$ cat src/rtl/cpu_dma_engine.sv
// rtl/cpu_dma_engine.sv - multi-channel halting block-copy DMA engine for the 2A03 system bus
module cpu_dma_engine #(
  parameter int ADDR_WIDTH = 16,
  parameter int DATA_WIDTH = 8,
  parameter int CHANNELS   = 2,
  parameter int LEN_WIDTH  = 8
) (
  input  logic                                             clock,
  input  logic                                             reset,
  input  logic                                             cfg_we,
  input  logic [((CHANNELS > 1) ? $clog2(CHANNELS) : 1)-1:0] cfg_chan,
  input  logic [1:0]                                       cfg_reg,
  input  logic [ADDR_WIDTH-1:0]                            cfg_wdata,
  input  logic                                             cpu_rw,
  output logic                                             halt,
  output logic                                             dma_active,
  output logic [ADDR_WIDTH-1:0]                            dma_addr,
  output logic                                             dma_rw,
  output logic [DATA_WIDTH-1:0]                            dma_data_out,
  input  logic [DATA_WIDTH-1:0]                            data_in,
  output logic [CHANNELS-1:0]                              busy,
  output logic [CHANNELS-1:0]                              done
);

  localparam int CHAN_W = (CHANNELS > 1) ? $clog2(CHANNELS) : 1;
  localparam logic [ADDR_WIDTH-1:0] ADDR_ONE = 1;
  localparam logic [LEN_WIDTH:0]    REM_ONE  = 1;
  localparam logic [LEN_WIDTH:0]    REM_FULL = {1'b1, {LEN_WIDTH{1'b0}}};

  typedef enum logic [2:0] {
    S_IDLE,
    S_HALT_WAIT,
    S_ALIGN,
    S_READ,
    S_WRITE
  } state_t;

  state_t state, state_next;
  logic   parity;

  logic [ADDR_WIDTH-1:0] src_reg [CHANNELS];
  logic [ADDR_WIDTH-1:0] dst_reg [CHANNELS];
  logic [LEN_WIDTH-1:0]  len_reg [CHANNELS];
  logic [CHANNELS-1:0]   inc_reg;
  logic [CHANNELS-1:0]   busy_q;

  logic [CHAN_W-1:0]     sel_chan;
  logic [CHAN_W-1:0]     cur_chan;
  logic [ADDR_WIDTH-1:0] cur_src;
  logic [ADDR_WIDTH-1:0] cur_dst;
  logic [LEN_WIDTH:0]    remaining;
  logic                  cur_inc;
  logic [DATA_WIDTH-1:0] wbuf;
  logic                  last_write;
  logic                  cfg_hit;

  assign busy       = busy_q;
  assign last_write = (state == S_WRITE) && (remaining == REM_ONE);
  // A busy channel is locked against every register write, CTRL included
  assign cfg_hit    = cfg_we && (int'(cfg_chan) < CHANNELS) && !busy_q[cfg_chan];

  // Lowest-indexed pending channel wins arbitration
  always_comb begin
    sel_chan = '0;
    for (int i = CHANNELS - 1; i >= 0; i--) begin
      if (busy_q[i]) sel_chan = CHAN_W'(i);
    end
  end

  // FSM state register and free-running GET/PUT parity
  always_ff @(posedge clock) begin
    if (reset) begin
      state  <= S_IDLE;
      parity <= 1'b0;
    end else begin
      state  <= state_next;
      parity <= ~parity;
    end
  end

  // Next-state and bus outputs
  always_comb begin
    state_next   = state;
    halt         = 1'b0;
    dma_active   = 1'b0;
    dma_rw       = 1'b1;
    dma_addr     = '0;
    dma_data_out = '0;
    done         = '0;
    case (state)
      S_IDLE: begin
        if (busy_q != '0) state_next = S_HALT_WAIT;
      end
      S_HALT_WAIT: begin
        halt = 1'b1;
        // the core only stops on a read cycle
        if (cpu_rw) state_next = S_ALIGN;
      end
      S_ALIGN: begin
        halt = 1'b1;
        // leave only when the following cycle is a GET cycle
        if (parity) state_next = S_READ;
      end
      S_READ: begin
        halt       = 1'b1;
        dma_active = 1'b1;
        dma_addr   = cur_src;
        state_next = S_WRITE;
      end
      S_WRITE: begin
        halt         = 1'b1;
        dma_active   = 1'b1;
        dma_rw       = 1'b0;
        dma_addr     = cur_dst;
        dma_data_out = wbuf;
        if (last_write) begin
          done[cur_chan] = 1'b1;
          state_next     = S_IDLE;
        end else begin
          state_next = S_READ;
        end
      end
      default: state_next = S_IDLE;
    endcase
  end

  // Per-channel configuration registers and pending flags
  always_ff @(posedge clock) begin
    if (reset) begin
      for (int i = 0; i < CHANNELS; i++) begin
        src_reg[i] <= '0;
        dst_reg[i] <= '0;
        len_reg[i] <= '0;
      end
      inc_reg <= '0;
      busy_q  <= '0;
    end else begin
      // cfg_hit never targets cur_chan, so the clear and a new start cannot collide
      if (last_write) busy_q[cur_chan] <= 1'b0;
      if (cfg_hit) begin
        case (cfg_reg)
          2'd0: src_reg[cfg_chan] <= cfg_wdata;
          2'd1: dst_reg[cfg_chan] <= cfg_wdata;
          2'd2: len_reg[cfg_chan] <= cfg_wdata[LEN_WIDTH-1:0];
          2'd3: begin
            inc_reg[cfg_chan] <= cfg_wdata[1];
            if (cfg_wdata[0]) busy_q[cfg_chan] <= 1'b1;
          end
        endcase
      end
    end
  end

  // Working counters of the channel currently being served
  always_ff @(posedge clock) begin
    if (reset) begin
      cur_chan  <= '0;
      cur_src   <= '0;
      cur_dst   <= '0;
      remaining <= '0;
      cur_inc   <= 1'b0;
      wbuf      <= '0;
    end else begin
      case (state)
        S_IDLE: begin
          if (busy_q != '0) begin
            cur_chan  <= sel_chan;
            cur_src   <= src_reg[sel_chan];
            cur_dst   <= dst_reg[sel_chan];
            cur_inc   <= inc_reg[sel_chan];
            remaining <= (len_reg[sel_chan] == '0) ? REM_FULL : {1'b0, len_reg[sel_chan]};
          end
        end
        S_READ: begin
          wbuf    <= data_in;
          cur_src <= cur_src + ADDR_ONE;
        end
        S_WRITE: begin
          if (cur_inc) cur_dst <= cur_dst + ADDR_ONE;
          remaining <= remaining - REM_ONE;
        end
        default: ;
      endcase
    end
  end

endmodule

$ cat config.mk
export PLATFORM = sky130hd
export DESIGN_NAME = cpu_dma_engine
export DESIGN_NICKNAME = d
export VERILOG_FILES = /design/src/rtl/cpu_dma_engine.sv
export SDC_FILE = /design/constraint.sdc
export NUM_CORES = 1
export LEC_CHECK = 0
export ABC_AREA = 1
export ABC_CLOCK_PERIOD_IN_PS = 2200
export BUFFER_PORTS_ARGS = -buffer_cell sky130_fd_sc_hd__buf_4
export CORE_ASPECT_RATIO = 1.4
export CORE_MARGIN = 4
export CORE_UTILIZATION = 55
export CTS_BUF_LIST = sky130_fd_sc_hd__clkbuf_8
export CTS_CLUSTER_SIZE = 14
export DETAILED_ROUTE_END_ITERATION = 10
export GPL_ROUTABILITY_DRIVEN = 0
export HOLD_SLACK_MARGIN = 0.1
export PLACE_DENSITY = 0.82
export SLEW_MARGIN = 40
export SYNTH_ARGS = -nofsm -noshare
export SYNTH_HDL_FRONTEND = slang
export SYNTH_SLANG_ARGS = --single-unit
$ cat constraint.sdc
create_clock -name clock -period 2.2 [get_ports clock]
set_input_delay 0.22 -clock clock [delete_from_list [all_inputs] [get_ports clock]]
set_output_delay 0.22 -clock clock [all_outputs]
set_load 0.05 [all_outputs]
**After elaboration in Yosys (flattened, before gate mapping)**

Memory sizes are Yosys's and may differ from the RTL's.
Cells that the tools add are included.

- Add/subtract/negate cells: 3
- Order comparisons: 5
- Equality and inequality tests: 12
- Mux-type cells: 59
- Bitwise operators: 4
- Reductions and logical operators: 22

Operators by type and width:

| kind | number |
|---|---|
| $pmux W16 S2 | 3 |
| $mux W16 | 5 |
| $add A16 B1 Y16 const B | 2 |
| $reduce_or A16 Y1 | 2 |
| $mux W1 | 31 |
| $mux W9 | 2 |
| $pmux W9 S2 | 1 |
| $mux W2 | 8 |
| $mux W8 | 2 |
| $pmux W3 S5 | 1 |
| $eq A9 B1 Y1 const B | 1 |
| $mux W3 | 3 |
| $sub A9 B1 Y9 const B | 1 |
| $logic_not A8 Y1 | 1 |
| $ne A2 B2 Y1 const B | 4 |
| $reduce_and A2 Y1 | 4 |
| $reduce_or A8 Y1 | 1 |
| $eq A3 B2 Y1 const B | 2 |
| $lt A1 B2 Y1 const B | 3 |
| $reduce_and A3 Y1 | 2 |
| $reduce_bool A2 Y1 | 3 |
| $eq A2 B2 Y1 const B | 2 |
| $logic_and A1 B1 Y1 | 4 |
| $reduce_or A4 Y1 | 1 |
| 14 further kinds | 16 |

- Register bits after elaboration: 59
- Memory bits (writable): 80
- Output and inout port bits: 31
- Word-level logic and storage cells: 118
- Memories: 3

Memory list:

| name | words | bits a word | rd ports | clocked after memory_dff | write ports | RTL line | source |
|---|---|---|---|---|---|---|---|
| dst_reg | 2 | 16 | 1 | 0 | 2 | 42 | `logic [ADDR_WIDTH-1:0] dst_reg [CHANNELS];` |
| src_reg | 2 | 16 | 1 | 0 | 2 | 41 | `logic [ADDR_WIDTH-1:0] src_reg [CHANNELS];` |
| len_reg | 2 | 8 | 1 | 0 | 2 | 43 | `logic [LEN_WIDTH-1:0] len_reg [CHANNELS];` |

**Longest topological paths before layout**

Gate-level depths: netlist of the first run.

- Depth after elaboration: 12
- Depth in mapped cells: 11
- Depth with buffers taken out: 10

**Worst setup path after synthesis of the first run**

Ideal clock, no wire load.

- Kind: reg-to-output
- Start point: register state[1]
- End point: output dma_addr[6]
- Arrival: 2.012 ns
- Path slack: -0.032 ns
- Cell stages (with the launch flop): 6
- Cell sequence: dfxtp_1 -> nor2_4 -> nand2_2 -> buf_2 -> buf_2 -> o21ai_0

- Cells in the longest elaborated chain, start to end: 2

Ends and longest elaborated chain:

| element | RTL line | source |
|---|---|---|
| start: declaration | 38 | `state_t state, state_next;` |
| start signal: assignment | 76 | `state <= state_next;` |
| $eq A3 B3 Y1 / $eq A3 B2 Y1 (equally long branches) | 90 | `case (state)` |
| $pmux W16 S2 * | 90 |  |
| end: declaration | 17 | `output logic [ADDR_WIDTH-1:0] dma_addr,` |

Every way passes the cells marked *; elsewhere a longest branch is shown, timed or not.

**Final worst setup path of the first run**

- Start point: register state[1]
- End point: output dma_addr[0]

The elaborated chain is that of the path after synthesis.

==> impl_metrics.tcl, run 1 <==
set metrics [dict create \
    status "finished, final reports clean" \
    grt-busiest-layer "met2" \
    io_pins 62 \
    grt_max_degree 49 \
    fill_cells 1030 \
    combinationalPowerShare_pct 8.7 \
    dpl_cell_area_um2 7620 \
    cts_tree "done" \
    drc 0 \
    port_buffers 61 \
    first_pass_iters 7 \
    core.rowCount 48 \
    grtUsageTotal_pct 25.1 \
    fp.dieH_um 143 \
    reg2reg_from "busy[1]" \
    syn_area_um2 7130 \
    layout-drive-gt1-share_pct 14.4 \
    yosysWarnings 0 \
    synthArstFlopShare_pct 0 \
    vias 6373 \
    clkSinkCount 139 \
    clkPwrFrac_pct 38.6 \
    hpwl_um 12600 \
    die_area_um2 14900 \
    first_global_vias 6055 \
    synth_cell_types 38 \
    clkSlewWorstSetupHoldPaths_ps 90 \
    stdcell_area_um2 8150 \
    synth_seq_cells 139 \
    cp_max_fo 26 \
    cp.arrival_ps 1910 \
    ir_drop_uv 394 \
    critical_path_class "reg -> out" \
    synth_edf_count 80 \
    endpoint "dma_addr[0]" \
    cts_buffers 17 \
    min_from "cfg_wdata[13]" \
    critical_path.cell_chain "nor2_4 -> nand2_2 -> buf_4 -> o22ai_1 -> buf_4" \
    use_met2_pct 44.0 \
    switching_share_pct 26.5 \
    whs_path_depth 3 \
    slew-limit-headroom_pct 57.9 \
    placed_cells 1084 \
    critical-path-slowest-cell "dfxtp_2" \
    grtUsageMet3_pct 4.52 \
    ys_seq_area_share_pct 50.3 \
    p_sw_w 0.00147 \
    p_seq_share_pct 52.7 \
    ant_nets 0 \
    setup_violations 0 \
    period_needed_ps 2130 \
    die_w_um 104 \
    crit_required_ps 1980 \
    post_cts_buffers 0 \
    syn_inst 897 \
    diodes 0 \
    start_util_pct 57.1 \
    reg2reg_depth 7 \
    cts_max_level 4 \
    max_freq_ghz 0.470 \
    hold_violations 0 \
    hold_class "in -> reg" \
    wl_um 18200 \
    detail_route.iter0.violations 470 \
    cpMostUsedCell "buf_4" \
    synth.avg_cell_area_um2 7.95 \
    tightest_slew_ps 630 \
    r2r-end "cur_src[8]" \
    p_int_w 0.00409 \
    fin_cells 1127 \
    grt_overflow_total 0 \
    grtUsageMet1_pct 30.5 \
    vias_per_cell 5.65 \
    clock_skew_ps 16.8 \
    maxSlewViolCount 0 \
    insertion_delay_ps 450 \
    core-area_um2 12500 \
    reg2reg_slack_ps 240 \
    avgRoutedWirePerCell_um 16.1 \
    root_buffer "clkbuf_8" \
    endpoint_kind "primary output" \
    synth_flop_cell "edfxtp_1" \
    syn2layout_area_growth_pct 14.4 \
    critPathLaunch "state[1]" \
    fin_crit_sh_pct 96.7 \
    cpPeakStageDelay_ps 360 \
    drv_cap 0 \
    grt_pass1_wl_um 29700 \
    p_per_area_nw_per_um2 682 \
    clock_path_buffers 2 \
    rsz0062_at_grt "no" \
    finalNetCount 999 \
    leakage_nw 3.40 \
    synthesis.nets 932 \
    start_kind "flop" \
    antenna_found_initial 0 \
]
[Yosys cell counts (2+ instances only)]
library cell  number  share of area, %
nor3_2             2              0.28
a21oi_1           39               2.7
buf_2             16               1.1
nor3_1             9              0.63
nand4_2            4              0.70
o211ai_1           6              0.63
nor2_4             4              0.63
nand3_2            2              0.28
a22o_1             2              0.25
inv_2              5              0.26
nand2_1          149               7.8
nand2_2            2              0.18
buf_4              9              0.95
nand2_4            4              0.63
o21ai_0           89               6.3
o21ai_1            4              0.28
clkbuf_1           6              0.32
buf_6             10               1.6
a31oi_1            6              0.53
nand3_1           41               2.9
nor2_1           207                11
nand4_1           14               1.2
edfxtp_1          80                34
ha_1               4              0.70
xor2_1             4              0.49
o22ai_1           14               1.2
dfxtp_1           59                17
o21bai_1           4              0.42
inv_1             93               4.9
[area by class of cell]
cell class | instances | area (um2) | share of cell area, %
Sequential cell | 139 | 3590 | 44.0
Tap cell | 150 | 188 | 2.30
Clock inverter | 14 | 160 | 1.96
Clock buffer | 18 | 248 | 3.04
Timing Repair Buffer | 90 | 707 | 8.67
Multi-Input combinational cell | 617 | 2880 | 35.4
Inverter | 99 | 382 | 4.68
[cell usage in the layout (no fill, tap or decap), drive strengths merged, types with 6 or more instances in the layout]
| master | synthesis | layout |
|---|---|---|
| o211ai | 6 | 6 |
| nor3 | 11 | 11 |
| edfxtp | 80 | 80 |
| o22ai | 14 | 14 |
| inv | 99 | 107 |
| a31oi | 6 | 6 |
| a21oi | 40 | 40 |
| dlygate4sd3 | 0 | 11 |
| o21ai | 94 | 94 |
| nand3 | 43 | 43 |
| nand2 | 155 | 155 |
| dfxtp | 59 | 59 |
| nand4 | 18 | 18 |
| nor2 | 212 | 212 |
| buf | 36 | 79 |
| clkbuf | 6 | 18 |
[logic make-up (layout without fill, tap and decap cells)]
logic type	Yosys count	count (layout)	synth area share, %
AO/OA/AOI/OAI	167	167	12.7
XOR/XNOR	4	4	0.492
adder cells (fa/ha/maj)	4	4	0.702
buffers and inverters	141	221	9.27
flip-flops	139	139	50.3
AND/OR/NAND/NOR	442	442	26.6
[per-stage QoR]
step	total power, W	setup slack [ps]	util, %	setup TNS (ps)	hold WS, ps
floorplan	0.00329	-32.0	-	-64.0	354
global route	0.00574	15.4	65.3	0	119
global placement	0.00343	386	61.0	0	394
finish	0.00556	73.0	65.3	0	120
CTS	0.00556	17.0	65.2	0	103
detailed placement	0.00344	307	61.0	0	405
[routing by layer]
layer | vias up | wire, um
met4 | 0 | 442
met5 | - | 0
li1 | 3086 | -
met1 | 2957 | 7230
met3 | 35 | 1320
met2 | 295 | 9190
[power by group through the flow]
stage	Clock (W)	Sequential (W)	Combinational (W)
2_1_floorplan	0	0.00297	0.000318
3_3_place_gp	0	0.00298	0.000449
3_5_place_dp	0	0.00299	0.000458
4_1_cts	0.00215	0.00293	0.000478
5_1_grt	0.00226	0.00294	0.000535
6_report	0.00215	0.00293	0.000483
[timing repair]
action	CTS	global route
endpoints found under the setup margin	7	6
hold buffers	11	0
resized for setup	2	5
pin swaps	0	0
endpoints found under the hold margin	13	0
[critical path, delay by kind of cell, from the launching register on]
kind	cells	cell delay, ps
buffers and inverters	2	520
DFF	1	360
and+or+nand+nor	2	290
AOI/OAI and AO/OA	1	280
[how the worst min path moves through the flow]
stage	endpoint	slack, ps
floorplan	inc_reg[0]	350
global placement	parity	390
detailed placement	parity	400
CTS	dst_reg[1][13]	100
global route	dst_reg[1][13]	120
finish	src_reg[0][13]	120
(Power assumes the default switching activity.)
==> run 2: changes to the inputs <==
Settings changed: CAP_MARGIN set to 40, CTS_BUF_LIST sky130_fd_sc_hd__clkbuf_8 to unset, PLACE_DENSITY 0.82 to 0.76.
==> run 2 against run 1 <==
Compared with the run above:
- clock skew down 7.1 ps
- design area increased by 2.9%
- non-clock buffer count is 1 higher
- clock power rose by 45%
- power is 18% higher
- wire length down 1.1%
- largest power group is now the clock network
- flip-flop and latch count unchanged
- die area unchanged
- hold slack worse by 17 ps
==> impl_metrics.tcl, run 2 (same netlist as run 1, synthesis figures left out) <==
set metrics [dict create \
    cp.arrival_ps 1880 \
    avgRoutedWirePerCell_um 16.0 \
    p_total_w 0.00653 \
    rsz0062_at_grt "no" \
    hpwl_um 12400 \
    cp_max_fo 17 \
    fin_cells 1128 \
    finalNetCount 1000 \
    grt_pass1_wl_um 29100 \
    clkSlewWorstSetupHoldPaths_ps 60 \
    io_pins 62 \
    antenna_found_initial 0 \
    first_global_vias 5748 \
    placed_cells 1086 \
    grt_overflow_total 0 \
    tightest_slew_ps 499 \
    leakage_nw 3.50 \
    p_int_w 0.00495 \
    ant_nets 0 \
    cts_tree "done" \
    fill_cells 1039 \
    root_buffer "clkbuf_16" \
    grtUsageTotal_pct 24.8 \
    post_cts_buffers 0 \
    wl_um 18000 \
    start_util_pct 57.1 \
    hold_class "in -> reg" \
    cts_buffers 17 \
    layout-drive-gt1-share_pct 14.5 \
    drv_cap 0 \
    hold_violations 0 \
    period_needed_ps 2100 \
    core.rowCount 48 \
    diodes 0 \
    die_w_um 104 \
    start_kind "flop" \
    p_seq_share_pct 44.9 \
    endpoint_kind "primary output" \
    ir_drop_uv 479 \
    switching_share_pct 24.2 \
    clkSinkCount 139 \
    clkPwrFrac_pct 47.7 \
    cts_max_level 4 \
    max_freq_ghz 0.476 \
    die_area_um2 14900 \
    layout_common_cells "nor2_1 (207), nand2_1 (148), inv_1 (92), o21ai_0 (89), buf_4 (81)" \
    p_per_area_nw_per_um2 779 \
    insertion_delay_ps 430 \
    syn2layout_area_growth_pct 17.7 \
    fin_crit_sh_pct 95.4 \
    maxSlewViolCount 0 \
    crit_required_ps 1980 \
    fp.dieH_um 143 \
    setup_violations 0 \
    clock_path_buffers 2 \
    clock_skew_ps 9.73 \
    vias_per_cell 5.49 \
    combinationalPowerShare_pct 7.3 \
    grt_max_degree 49 \
    first_pass_iters 5 \
    detail_route.iter0.violations 414 \
    critical_path_class "reg -> out" \
    slew-limit-headroom_pct 66.8 \
    port_buffers 61 \
    p_sw_w 0.00158 \
    layout_commonest_cell "nor2_1" \
    drc 0 \
    status "finished, final reports clean" \
    vias 6191 \
    core-area_um2 12500 \
]
run 2: changes by cell type in the layout (fill, tap and decap cells not counted), sizes merged:
| cell | previous run | this run |
|---|---|---|
| clkinvlp | 2 | 3 |
| buf | 79 | 81 |
| dlygate4sd3 | 11 | 10 |
| inv | 107 | 104 |
| bufinv | 2 | 4 |
run 2: layer usage:
metal / vias up / track usage (%) / wire, um
li1: 3087 / - / -
met1: 2829 / 31.2 / 7510
met2: 253 / 43.4 / 8950
met3: 22 / 4.57 / 1250
met4: 0 / 8.47 / 284
met5: - / 0 / 0
run 2: per-stage QoR:
stage	utilization [%]	hold WS, ps	worst slack, ps	TNS (ps)	cell area (um2)
3_5_place_dp	61.1	416	384	0	7640
5_1_grt	67.1	141	25.1	0	8390
3_3_place_gp	61.1	395	453	0	7640
4_1_cts	67.1	104	44.6	0	8380
2_1_floorplan	-	354	-32.0	-64.0	7130
6_report	67.1	103	100	0	8390
run 2: what timing repair did:
| action | 4_1_cts | 5_1_grt |
|---|---|---|
| gates resized for setup | 2 | 3 |
| hold endpoints to repair | 11 | 0 |
| hold buffers | 10 | 0 |
| endpoints found under the setup margin | 5 | 3 |
run 2: worst paths after layout:
kind	startpoint	to	slack [ps]	depth (start not counted)
hold / removal	data_in[5]	wbuf[5]	100	3
hold reg to reg	parity	parity	430	1
setup reg to reg	state[1]	cur_dst[14]	370	9
setup / recovery	state[1]	dma_addr[1]	100	5
run 2: power by group through the flow:
stage / sequential (W) / combinational [W] / clock, W
after global placement: 0.00299 / 0.000455 / 0
after CTS: 0.00293 / 0.000478 / 0.00313
after detailed placement: 0.00299 / 0.000460 / 0
after global routing: 0.00295 / 0.000534 / 0.00324
after floorplan: 0.00297 / 0.000318 / 0
final: 0.00294 / 0.000479 / 0.00312
run 2: final cells by class:
class / count / area, um2 / share of cell area, %
Inverter: 99 / 378 / 4.50
Clock inverter: 14 / 209 / 2.49
Tap cell: 150 / 188 / 2.24
Sequential cell: 139 / 3580 / 42.7
Multi-Input combinational cell: 617 / 2890 / 34.5
Clock buffer: 18 / 429 / 5.12
Timing Repair Buffer: 91 / 708 / 8.44
run 2: worst max-delay path, cell delays in order (launching register included):
cell and delay [ps]:
dfxtp_1 490, nor2_4 90, nand2_2 130, clkinv_2 250
a22o_1 310, buf_4 190
==> run 3: changes to the inputs <==
Settings changed: CORE_UTILIZATION 55 to 45, PLACE_DENSITY 0.76 to 0.65, REMOVE_ABC_BUFFERS set to 1.
==> run 3 against run 2 <==
Compared with the run above:
- sequential power about the same
- flip-flop and latch count unchanged
- via count decreased by 1.1%
- cell count increased by 4.0%
- worst setup slack improved by 20 ps
- sequential share of layout area increased by 0.18 points
- global-route usage decreased by 4.5 points
- combinational power decreased by 1%
- clock power decreased by 13%
- clock skew increased by 5.6 ps
- wire length decreased by 1.2%
==> impl_metrics.tcl, run 3 (same netlist as run 1, synthesis figures left out) <==
set metrics [dict create \
    vias_per_cell 5.22 \
    cp.arrival_ps 1860 \
    grt_pass1_wl_um 29100 \
    layout_common_cells "nor2_1 (207), nand2_1 (149), inv_1 (92), o21ai_0 (89), buf_4 (81)" \
    clock_skew_ps 15.3 \
    layout_commonest_cell "nor2_1" \
    syn2layout_area_growth_pct 17.2 \
    grt_max_degree 49 \
    placed_cells 1132 \
    avgRoutedWirePerCell_um 15.2 \
    cp_max_fo 30 \
    cp.depth 5 \
    core-area_um2 15500 \
    post_cts_buffers 0 \
    hold_class "in -> reg" \
    slew-limit-headroom_pct 66.3 \
    ant_nets 0 \
    critical_path_class "reg -> out" \
    fp.dieH_um 157 \
    detail_route.iter0.violations 455 \
    cpPeakStageDelay_ps 470 \
    cpMostUsedCell "buf_4" \
    die_area_um2 17900 \
    hpwl_um 12600 \
    path_delay_family "buffers and inverters" \
    reg2reg_depth 7 \
    fin_crit_sh_pct 94.5 \
    status "finished, final reports clean" \
    start_util_pct 45.9 \
    clkPwrFrac_pct 44.3 \
    maxSlewViolCount 0 \
    grtUsageTotal_pct 20.3 \
    fin_cells 1173 \
    clkSinkCount 139 \
    tns_ps 0 \
    drc 0 \
    antenna_found_initial 0 \
    root_buffer "clkbuf_16" \
    insertion_delay_ps 420 \
    setup_violations 0 \
    leakage_nw 3.46 \
    endpoint_kind "primary output" \
    ir_drop_uv 509 \
    p_per_area_nw_per_um2 732 \
    reg2reg_slack_ps 320 \
    tightest_slew_ps 505 \
    vias 6123 \
    reg2reg_from "busy[1]" \
    grt_overflow_total 0 \
    p_int_w 0.00452 \
    drv_cap 0 \
    clkSlewWorstSetupHoldPaths_ps 60 \
    first_global_vias 5752 \
    cts_tree "done" \
    p_seq_share_pct 48.0 \
    endpoint "dma_addr[12]" \
    period_needed_ps 2080 \
    cp.buffers_inverters 2 \
    wl_um 17800 \
    p_sw_w 0.00160 \
    max_freq_ghz 0.481 \
    combinationalPowerShare_pct 7.8 \
    final_util_pct 53.8 \
    cts_max_level 4 \
    p_total_w 0.00611 \
    critical_path.cell_chain "nor2_4 -> nand2_2 -> buf_4 -> o22ai_1 -> buf_4" \
    r2r-end "cur_src[4]" \
    layout-drive-gt1-share_pct 14.4 \
    io_pins 62 \
    port_buffers 61 \
    critical-path-slowest-cell "dfxtp_1" \
    switching_share_pct 26.1 \
    cts_buffers 17 \
    crit_required_ps 1980 \
    hold_violations 0 \
    finalNetCount 999 \
    start_kind "flop" \
    fill_cells 1542 \
    holdWs_ps 108 \
    clock_path_buffers 2 \
    first_pass_iters 5 \
    diodes 0 \
    die_w_um 114 \
    critPathLaunch "state[1]" \
    core.rowCount 54 \
    rsz0062_at_grt "no" \
]
run 3: final cells by class:
type	instances	area [um2]	share of cell area (%)
inverter	99	378	4.52
clock inverter	14	129	1.54
sequential	139	3580	42.9
multi-input combinational	617	2890	34.6
clock buffer	18	429	5.14
tap	196	245	2.94
timing repair buffer	90	698	8.36
run 3: layer usage:
metal	wire length [um]	global-route usage [%]	share of wire [%]	vias to the layer above
li1	-	-	-	3090
met1	8030	27.0	45	2840
met2	8740	34.6	49	179
met3	852	2.81	4.8	14
met4	161	5.77	0.91	0
met5	0	0	0	-
run 3: timing repair:
action | CTS | global route
hold buffers | 9 | 0
pin swaps | 0 | 1
gates resized for setup | 2 | 2
setup endpoints to repair | 10 | 3
hold endpoints to repair | 10 | 0
run 3: worst min-delay path by stage:
stage	slack, ps	startpoint	endpoint	cells after the start
finish	110	data_in[4]	wbuf[4]	3
global route	120	cfg_wdata[0]	busy[0]	3
CTS	100	data_in[4]	wbuf[4]	3
detailed placement	400	parity	parity	1
global placement	390	parity	parity	1
floorplan	290	reset	busy[0]	1
run 3: power groups by stage:
stage	registers, W	logic [W]	clock network, W
2_1_floorplan	0.00297	0.000286	0
3_3_place_gp	0.00299	0.000458	0
3_5_place_dp	0.00299	0.000460	0
4_1_cts	0.00293	0.000475	0.00275
5_1_grt	0.00294	0.000536	0.00287
6_report	0.00293	0.000474	0.00271
run 3: stage by stage:
| stage | worst slack [ps] | instance area, um2 |
|---|---|---|
| floorplan | -371 | 6840 |
| global placement | 370 | 7690 |
| detailed placement | 325 | 7690 |
| CTS | 59.5 | 8350 |
| global route | 22.1 | 8350 |
| finish | 120 | 8350 |
run 3: tightest hold or removal path, cell delays in order:
cell and delay [ps]:
buf_4 80, o21ai_0 70, a21oi_1 110
